File: src/rtl/ircam_readout_timing.sv
// IR camera sensor readout timing: integration, row readout, h/v blanking, paced by div_in ticks.
// Optional define IRCAM_FRAME_CNT_EN adds a 16-bit wrapping frame counter output (frame_cnt).
module ircam_readout_timing #(
    parameter int COLS   = 32,
    parameter int ROWS   = 24,
    parameter int HBLANK = 4,
    parameter int VBLANK = 2
) (
    input  logic                     clk,
    input  logic                     rst_n,
    input  logic                     div_in,
    input  logic                     start,
    input  logic                     stop,
    input  logic                     cont,
    input  logic [15:0]              int_time,
    output logic                     busy,
    output logic                     frame_start,
    output logic                     int_active,
    output logic                     line_valid,
    output logic                     pix_valid,
    output logic [$clog2(COLS)-1:0]  pix_col,
    output logic [$clog2(ROWS)-1:0]  pix_row,
    output logic                     frame_done,
`ifdef IRCAM_FRAME_CNT_EN
    output logic [15:0]              frame_cnt,
`endif
    output logic [2:0]               state_dbg
);

    localparam int CW = $clog2(COLS);
    localparam int RW = $clog2(ROWS);
    localparam int HW = $clog2(HBLANK + 1);
    localparam int VW = $clog2(VBLANK + 1);
    localparam logic [CW-1:0] COL_LAST = CW'(COLS - 1);
    localparam logic [RW-1:0] ROW_LAST = RW'(ROWS - 1);
    localparam logic [HW-1:0] HB_LOAD  = HW'(HBLANK);
    localparam logic [VW-1:0] VB_LOAD  = VW'(VBLANK);

    typedef enum logic [2:0] {
        ST_IDLE    = 3'd0,
        ST_INTEG   = 3'd1,
        ST_ROW     = 3'd2,
        ST_HBLANK  = 3'd3,
        ST_VBLANK  = 3'd4
    } state_t;

    state_t        state;
    logic          s1, s2, s3;
    logic          tick;
    logic          start_pend, stop_pend;
    logic [15:0]   int_cnt;
    logic [15:0]   int_load;
    logic [CW-1:0] col;
    logic [RW-1:0] row;
    logic [HW-1:0] hcnt;
    logic [VW-1:0] vcnt;

    // div_in is asynchronous to clk: two flops to settle, a third to find the rising edge.
    always_ff @(posedge clk or negedge rst_n) begin
        if (!rst_n) begin
            s1 <= 1'b0;
            s2 <= 1'b0;
            s3 <= 1'b0;
        end else begin
            s1 <= div_in;
            s2 <= s1;
            s3 <= s2;
        end
    end

    assign tick      = s2 & ~s3;
    assign int_load  = (int_time == 16'd0) ? 16'd1 : int_time;
    assign state_dbg = state;

    // start/stop are levels sampled every clk; start only counts while idle, stop only
    // marks the running frame to be the last one and never cuts it short.
    always_ff @(posedge clk or negedge rst_n) begin
        if (!rst_n) begin
            state       <= ST_IDLE;
            start_pend  <= 1'b0;
            stop_pend   <= 1'b0;
            int_cnt     <= '0;
            col         <= '0;
            row         <= '0;
            hcnt        <= '0;
            vcnt        <= '0;
            busy        <= 1'b0;
            frame_start <= 1'b0;
            int_active  <= 1'b0;
            line_valid  <= 1'b0;
            pix_valid   <= 1'b0;
            pix_col     <= '0;
            pix_row     <= '0;
            frame_done  <= 1'b0;
        end else begin
            frame_start <= 1'b0;
            frame_done  <= 1'b0;
            pix_valid   <= 1'b0;

            if (state == ST_IDLE) begin
                if (stop) begin
                    start_pend <= 1'b0;
                    stop_pend  <= 1'b0;
                end else if (start) begin
                    start_pend <= 1'b1;
                end
            end else if (stop) begin
                stop_pend <= 1'b1;
            end

            if (tick) begin
                case (state)
                    ST_IDLE: begin
                        if (start_pend && !stop) begin
                            state       <= ST_INTEG;
                            int_cnt     <= int_load;
                            frame_start <= 1'b1;
                            start_pend  <= 1'b0;
                            busy        <= 1'b1;
                            int_active  <= 1'b1;
                        end
                    end
                    ST_INTEG: begin
                        if (int_cnt == 16'd1) begin
                            state      <= ST_ROW;
                            col        <= '0;
                            row        <= '0;
                            int_active <= 1'b0;
                            line_valid <= 1'b1;
                        end else begin
                            int_cnt <= int_cnt - 16'd1;
                        end
                    end
                    ST_ROW: begin
                        pix_valid <= 1'b1;
                        pix_col   <= col;
                        pix_row   <= row;
                        if (col == COL_LAST) begin
                            state      <= ST_HBLANK;
                            hcnt       <= HB_LOAD;
                            col        <= '0;
                            line_valid <= 1'b0;
                        end else begin
                            col <= col + 1'b1;
                        end
                    end
                    ST_HBLANK: begin
                        if (hcnt == HW'(1)) begin
                            if (row == ROW_LAST) begin
                                state <= ST_VBLANK;
                                vcnt  <= VB_LOAD;
                                row   <= '0;
                            end else begin
                                state      <= ST_ROW;
                                row        <= row + 1'b1;
                                line_valid <= 1'b1;
                            end
                        end else begin
                            hcnt <= hcnt - 1'b1;
                        end
                    end
                    ST_VBLANK: begin
                        if (vcnt == VW'(1)) begin
                            frame_done <= 1'b1;
                            if (cont && !stop_pend && !stop) begin
                                state       <= ST_INTEG;
                                int_cnt     <= int_load;
                                frame_start <= 1'b1;
                                int_active  <= 1'b1;
                            end else begin
                                state      <= ST_IDLE;
                                busy       <= 1'b0;
                                stop_pend  <= 1'b0;
                                start_pend <= 1'b0;
                            end
                        end else begin
                            vcnt <= vcnt - 1'b1;
                        end
                    end
                    default: begin
                        state      <= ST_IDLE;
                        busy       <= 1'b0;
                        int_active <= 1'b0;
                        line_valid <= 1'b0;
                    end
                endcase
            end
        end
    end

`ifdef IRCAM_FRAME_CNT_EN
    always_ff @(posedge clk or negedge rst_n) begin
        if (!rst_n) begin
            frame_cnt <= 16'd0;
        end else if (frame_done) begin
            frame_cnt <= frame_cnt + 16'd1;
        end
    end
`endif

endmodule
File: config.mk
export PLATFORM = sky130hd
export DESIGN_NAME = ircam_readout_timing
export DESIGN_NICKNAME = d
export VERILOG_FILES = /design/src/rtl/ircam_readout_timing.sv
export SDC_FILE = /design/constraint.sdc
export NUM_CORES = 1
export LEC_CHECK = 0
export ABC_AREA = 1
export CAP_MARGIN = 20
export CORE_MARGIN = 2
export CORE_UTILIZATION = 40
export CTS_BUF_LIST = sky130_fd_sc_hd__clkbuf_16
export DETAILED_ROUTE_END_ITERATION = 8
export PLACE_DENSITY = 0.68
export REMOVE_ABC_BUFFERS = 1
export SYNTH_ARGS = -nofsm -noshare
export SYNTH_HDL_FRONTEND = slang
export SYNTH_SLANG_ARGS = --single-unit
File: constraint.sdc
create_clock -name clk -period 2.1 [get_ports clk]
set_clock_uncertainty 0.1 [all_clocks]
set_input_delay 0.525 -clock clk [delete_from_list [all_inputs] [get_ports clk]]
set_output_delay 0.525 -clock clk [all_outputs]
set_load 0.05 [all_outputs]
==> key figures, run 1 <==
Status
  – Status: completed

Clocking
  – Clk slew on worst S/H paths: 0.07 ns
  – Number of setup buffers added after CTS: 0
  – Hold_buf cts: 0
  – H-tree levels: 2
  – CTS tree: yes
  – Clock Root Buffer: clkbuf_16
  – Resized Gates After CTS: 0
  – CTS Buf Count: 5
  – Clk sinks: 55
  – Clock latency on the worst-skew pair: 0.29 ns
  – Clock buffer depth: 2

Final layout
  – Final Non-Filler Cells: 603
  – ANT cells: 0
  – Final net count: 530
  – Synth-to-layout area growth: 21.73%
  – Fill cell instance count of the final layout: 782
  – Share of cells above drive strength 1: 12.57%
  – Multi-input logic area: 0.001607 sq mm
  – Seq. cell area: 0.001376 sq mm

Setup path
  – Worst R2R Path Depth: 8
  – Critical R2R Launch: int_cnt[5]
  – CP endpoint kind: register
  – R2r setup slk: 0.23 ns
  – Crit-path max FO: 13
  – Critical path launch point type: register
  – Critical Path End: int_cnt[5]
  – Worst Path Arrival: 1.94 ns
  – Worst setup startpoint: int_cnt[5]
  – Crit Path Category: register to register
  – Worst EP required: 2.17 ns
  – R2R Path End: int_cnt[5]

Power and ir drop
  – PnR Total Power: 4.609 mW
  – Pleak: 1.946 nW
  – VDD IR max: 380.2 uV
  – Power density over the cells: 1172 mW/mm^2

Placement
  – Hpwl dp: 5362 um
  – Port Buffer Count: 40
  – Inst Count DP: 595
  – Routability cong.: 0.8323

Detailed routing
  – Drt first pass iters: 6
  – Via count: 2949
  – WL final: 7124 um
  – Drt via density: 4.891
  – Wire length per cell: 11.81 um
  – # DRC: 0
  – Post-route ant nets: 0
  – Starting DRC count in detailed routing: 126

Timing
  – Slew @ Worst Pin: 0.4170 ns
  – WHS: 0.1222 ns
  – Fin. max-slew vios: 0
  – Period utilization: 88.94%
  – Crit path time final: 1.868 ns
  – Final hold viol count: 0
  – Slew Limit Headroom: 71.99%
  – RSZ-0062 raised after global routing: false
  – Final setup vio count: 0
  – Max Freq: 0.5354 GHz

Job
  – Max Cap Viol: 0

Floorplanning
  – Die height: 93.87 um
  – Die area: 0.008812 sq mm
  – IO Pins: 41
  – Starting Density: 41.59%
  – Row count: 32
  – DIE WIDTH: 93.87 um
  – Core Box Area: 0.007767 sq mm

Yosys
  – Xor/xnor cell area share of the yosys netlist: 0.5422%
  – Ys flop type: dfrtp_1
  – Post-Synth Adder-Cell Area: 3.098%
  – Synth Area in Simple Gates: 36.95%
  – Post-synth EDFFs: 0
  – Main combinational cell family by area after synthesis: simple AND/OR/NAND/NOR gates
  – Ys async rst share: 100.0%
  – Post-synthesis compound-gate area fraction: 8.830%
  – Yosys warnings: 0
  – Netlist Area Pre-Place: 0.003231 sq mm
  – Mux share of post-synthesis cell area: 0.3098%
  – Cell variety after synth: 33
  – Mean Syn Cell Area: 7.179 sq um
  – Mapped Cells: 450
  – #FFs+latches synth: 55
  – Register area share after synthesis: 42.60%

Global routing
  – First-pass GRT wire length: 12510 um
  – Antenna violations before repair: 0
  – Vias in the first global route: 2823
  – Grt total ovfl: 0
  – GRT Total Usage: 17.60%
  – Largest net degree at the start of global routing: 56

Hold path
  – Hold/Removal Path Class: primary input to async pin
area by class of cell:
class / instances / area share (%)
inverter: 52 / 4.963
clock buffer: 5 / 3.182
timing repair buffer: 50 / 12.34
multi-input combinational: 336 / 40.85
clock inverter: 3 / 0.4136
tap: 102 / 3.245
sequential: 55 / 35.00
cells by family (layout without fill, tap and decap cells):
logic type                 count (synthesis)  count (layout)
xor gates and xnor gates                   2               2
DFF                                       55              55
and+or+nand+nor                          271             271
AOI/OAI and AO/OA                         54              54
buffers and inverters                     59             110
adders and majority gates                  8               8
muxes                                      1               1
cell usage in the layout, fill, tap and decap left out, types with 2 or more instances in the layout:
master             n
buf_4             24
dfrtp_1           55
nand4_1            7
inv_1             49
clkbuf_16          5
nor2_1            50
nand2_2            4
nor2_2             3
inv_2              4
nor2_4             6
o22ai_1            2
or2_2              4
o21ai_0           36
xor2_1             2
buf_12             5
clkdlybuf4s50_1   20
nand2_1          155
nand3_1           35
ha_1               8
o21ai_1            8
a21oi_1            3
where the power goes:
part,leakage (nW),internal (mW),switching [mW]
clock network,0.0710,0.436,0.374
registers,0.718,1.34,0.293
logic,1.16,0.773,1.39
total,1.95,2.55,2.06
state kept, by name, summed over array words and instances (netlist names), 2 cells and up:
name	count
col	5
hcnt	3
int_cnt	16
pix_col	5
pix_row	5
row	5
state_dbg	3
vcnt	2
worst min path at each step:
stage | from | endpoint | slack (ns) | depth (start not counted)
2_1_floorplan | rst_n | busy | 0.13 | 0
3_3_place_gp | s1 | s2 | 0.24 | 0
3_5_place_dp | s1 | s2 | 0.24 | 0
4_1_cts | rst_n | vcnt[0] | 0.14 | 2
5_1_grt | rst_n | hcnt[2] | 0.15 | 2
6_report | rst_n | vcnt[1] | 0.12 | 2
layer usage:
metal  global-route usage [%]  vias to the layer above  share of wire, %
li1                         -                     1524                 -
met5                        0                        -                 0
met2                    30.36                       66                47
met1                    22.35                     1346                47
met4                    5.193                        0               1.8
met3                    3.371                       13               4.4
metrics by stage:
step | util [%] | TNS, ns | instance area (sq um) | worst slack (ns)
global route | 50.63 | 0 | 3933 | 0.03540
finish | 50.63 | 0 | 3933 | 0.2323
floorplan | - | -1.044 | 3178 | -0.1072
detailed placement | 48.81 | -0.2482 | 3791 | -0.06032
CTS | 50.63 | 0 | 3933 | 0.2266
global placement | 48.81 | -0.006243 | 3791 | -0.006243
critical path: stages (launching register included):
cell     delay [ns]
dfrtp_1        0.41
nor2_1         0.22
nand2_1        0.15
nor2_1         0.16
nand2_1        0.08
nand2_2        0.14
nand2_1        0.10
nand2_2        0.24
o21ai_0        0.13
cell usage after synthesis (2+ instances only):
master / instances / area (sq um)
nand4_1: 7 / 43.79
a21oi_1: 3 / 15.01
nor2_1: 50 / 187.7
buf_2: 3 / 15.01
buf_6: 2 / 22.52
inv_1: 48 / 180.2
o21ai_1: 8 / 40.04
xor2_1: 2 / 17.52
nor2_4: 6 / 67.56
or2_2: 4 / 25.02
nand2_2: 4 / 25.02
inv_2: 4 / 15.01
nand2_1: 155 / 581.8
nor2_2: 3 / 18.77
ha_1: 8 / 100.1
buf_4: 2 / 15.01
dfrtp_1: 55 / 1376
o21ai_0: 36 / 180.2
o22ai_1: 2 / 12.51
nand3_1: 35 / 175.2
Note: power is estimated with default switching activity, not from simulation.
==> run 2, diff against run 1 <==
--- a/config.mk
+++ b/config.mk
@@ -8,10 +8,10 @@
 export ABC_AREA = 1
 export CAP_MARGIN = 20
 export CORE_MARGIN = 2
-export CORE_UTILIZATION = 40
+export CORE_UTILIZATION = 56
 export CTS_BUF_LIST = sky130_fd_sc_hd__clkbuf_16
 export DETAILED_ROUTE_END_ITERATION = 8
-export PLACE_DENSITY = 0.68
+export PLACE_DENSITY = 0.88
 export REMOVE_ABC_BUFFERS = 1
 export SYNTH_ARGS = -nofsm -noshare
 export SYNTH_HDL_FRONTEND = slang
==> run 2 against run 1 <==
Against the previous run: combinational power up 2%; total power up 2.0%; critical path depth down 7; register-to-register slack about the same; wire length up 1.4%; worst setup slack worse by 0.16 ns; clock-buffer cell count unchanged; non-clock buffer count unchanged; sequential power about the same; largest power group unchanged.
==> key figures, run 2 (synthesis gave the netlist of run 1 again) <==
Timing
  – Final setup vio count: 0
  – Crit path time final: 2.032 ns
  – TNS Setup: 0 ns
  – Final hold viol count: 0
  – Slew @ Worst Pin: 0.4887 ns
  – Max Freq: 0.4921 GHz
  – Fin. max-slew vios: 0
  – Slew Limit Headroom: 67.32%
  – WHS: 0.1208 ns
  – Final worst setup slack: 0.06786 ns
  – Period utilization: 96.77%

Power and ir drop
  – Pleak: 1.946 nW
  – VDD IR max: 614.4 uV
  – Power density over the cells: 1202 mW/mm^2

Clocking
  – Resized Gates After CTS: 0
  – Clock Root Buffer: clkbuf_16
  – CTS Buf Count: 5
  – Clock buffer depth: 2
  – H-tree levels: 2
  – Clk slew on worst S/H paths: 0.08 ns
  – Clock latency on the worst-skew pair: 0.30 ns
  – Clk sinks: 55
  – CTS tree: yes

Floorplanning
  – Row count: 27
  – Starting Density: 58.31%
  – Core Box Area: 0.005540 sq mm
  – IO Pins: 41
  – Die height: 79.96 um
  – DIE WIDTH: 79.96 um
  – Die area: 0.006393 sq mm

Placement
  – Port Buffer Count: 40
  – Routability cong.: 0.8791
  – Post-place setup slack: -0.09790 ns
  – Hpwl dp: 5293 um
  – Placed Area: 0.003736 sq mm

Final layout
  – Commonest non-fill, non-tap cell in the layout: nand2_1
  – Share of cells above drive strength 1: 12.38%
  – ANT cells: 0
  – Max reg flops: 16
  – Finished Cell Area: 0.003910 sq mm
  – Final net count: 530
  – Fill cell instance count of the final layout: 472
  – Leading cell types in the layout, fill and taps excluded: nand2_1 (155), dfrtp_1 (55), nor2_1 (50)
  – Largest Register: int_cnt
  – Seq. cell area: 0.001376 sq mm
  – Synth-to-layout area growth: 21.03%
  – Multi-input logic area: 0.001607 sq mm

Detailed routing
  – WL final: 7222 um
  – Wire length per cell: 12.60 um
  – Starting DRC count in detailed routing: 211
  – Post-route ant nets: 0
  – Drt via density: 5.358
  – # DRC: 0
  – Drt first pass iters: 4
  – Via count: 3070

Setup path
  – R2r setup slk: 0.22 ns
  – CP endpoint kind: output pin
  – Worst R2R Path Depth: 10
  – Worst path slowest cell: clkdlybuf4s50_1
  – Worst EP required: 1.47 ns
  – Critical path launch point type: register
  – CP top delay family: buffers and inverters
  – Crit-path max FO: 1
  – Largest stage delay on the critical path: 0.79 ns
  – Crit Path Category: register to output pin
  – R2R Path End: state_dbg[0]
  – CP Cell Sequence: clkdlybuf4s50_1
  – Worst Path Arrival: 1.41 ns
  – CP bufs+invs: 1
  – Critical R2R Launch: col[0]
  – Worst path depth: 1

Global routing
  – Vias in the first global route: 2814
  – Grt total ovfl: 0
  – First-pass GRT wire length: 12450 um
  – GRT Total Usage: 24.36%
  – Antenna violations before repair: 0
  – Largest net degree at the start of global routing: 56

Hold path
  – Hold/Removal Path Class: primary input to async pin

Job
  – Max Cap Viol: 0

Status
  – Status: completed
## run 2: changes by cell type in the layout (fill, tap and decap cells not counted), sizes merged
| cell | change |
|---|---|
| buf | -2 |
| clkdlybuf4s50 | +2 |
| clkinvlp | -1 |
| inv | +1 |
## run 2: power breakdown
part	internal (mW)	switching [mW]
registers	1.34	0.297
clock network	0.454	0.401
logic	0.784	1.42
## run 2: per-layer routing
metal | GRT usage (%) | vias up | wire (um)
met5 | 0 | - | 0
met4 | 7.458 | 0 | 91
met3 | 3.167 | 9 | 395
met2 | 42.75 | 101 | 3643
met1 | 31.17 | 1430 | 3092
li1 | - | 1530 | -
## run 2: repair_timing
item / in CTS / in global routing
setup endpoints to repair: 0 / 2
hold buffers: 0 / 0
setup buffers: 0 / 3
## run 2: final cells by class
class                      count  share of cell area, %
timing repair buffer          50                  12.54
clock inverter                 3                 0.6720
sequential                    55                  35.20
inverter                      52                  4.992
clock buffer                   5                  3.200
tap                           72                  2.304
multi-input combinational    336                  41.09
## run 2: worst max path at each step
stage / end / startpoint
after global placement: int_cnt[5] / stop
final: pix_valid / pix_valid
after floorplan: int_cnt[5] / state_dbg[0]
after CTS: pix_valid / pix_valid
after global routing: state_dbg[0] / col[0]
after detailed placement: int_cnt[5] / stop
## run 2: through the flow
stage                     total power [mW]  instances  utilization, %
after detailed placement             3.796        562           67.43
final                                4.700        573           70.57
after floorplan                      3.112        443               -
after global placement               3.720        562           67.43
after global routing                 5.064        573           70.57
after CTS                            4.666        570           70.17
==> run 3, diff against run 2 <==
--- a/config.mk
+++ b/config.mk
@@ -11,6 +11,7 @@
 export CORE_UTILIZATION = 56
 export CTS_BUF_LIST = sky130_fd_sc_hd__clkbuf_16
 export DETAILED_ROUTE_END_ITERATION = 8
+export HOLD_SLACK_MARGIN = 0.06
 export PLACE_DENSITY = 0.88
 export REMOVE_ABC_BUFFERS = 1
 export SYNTH_ARGS = -nofsm -noshare
==> results of run 3 <==
Final layout, timing and power as in run 2 (identical DEF).
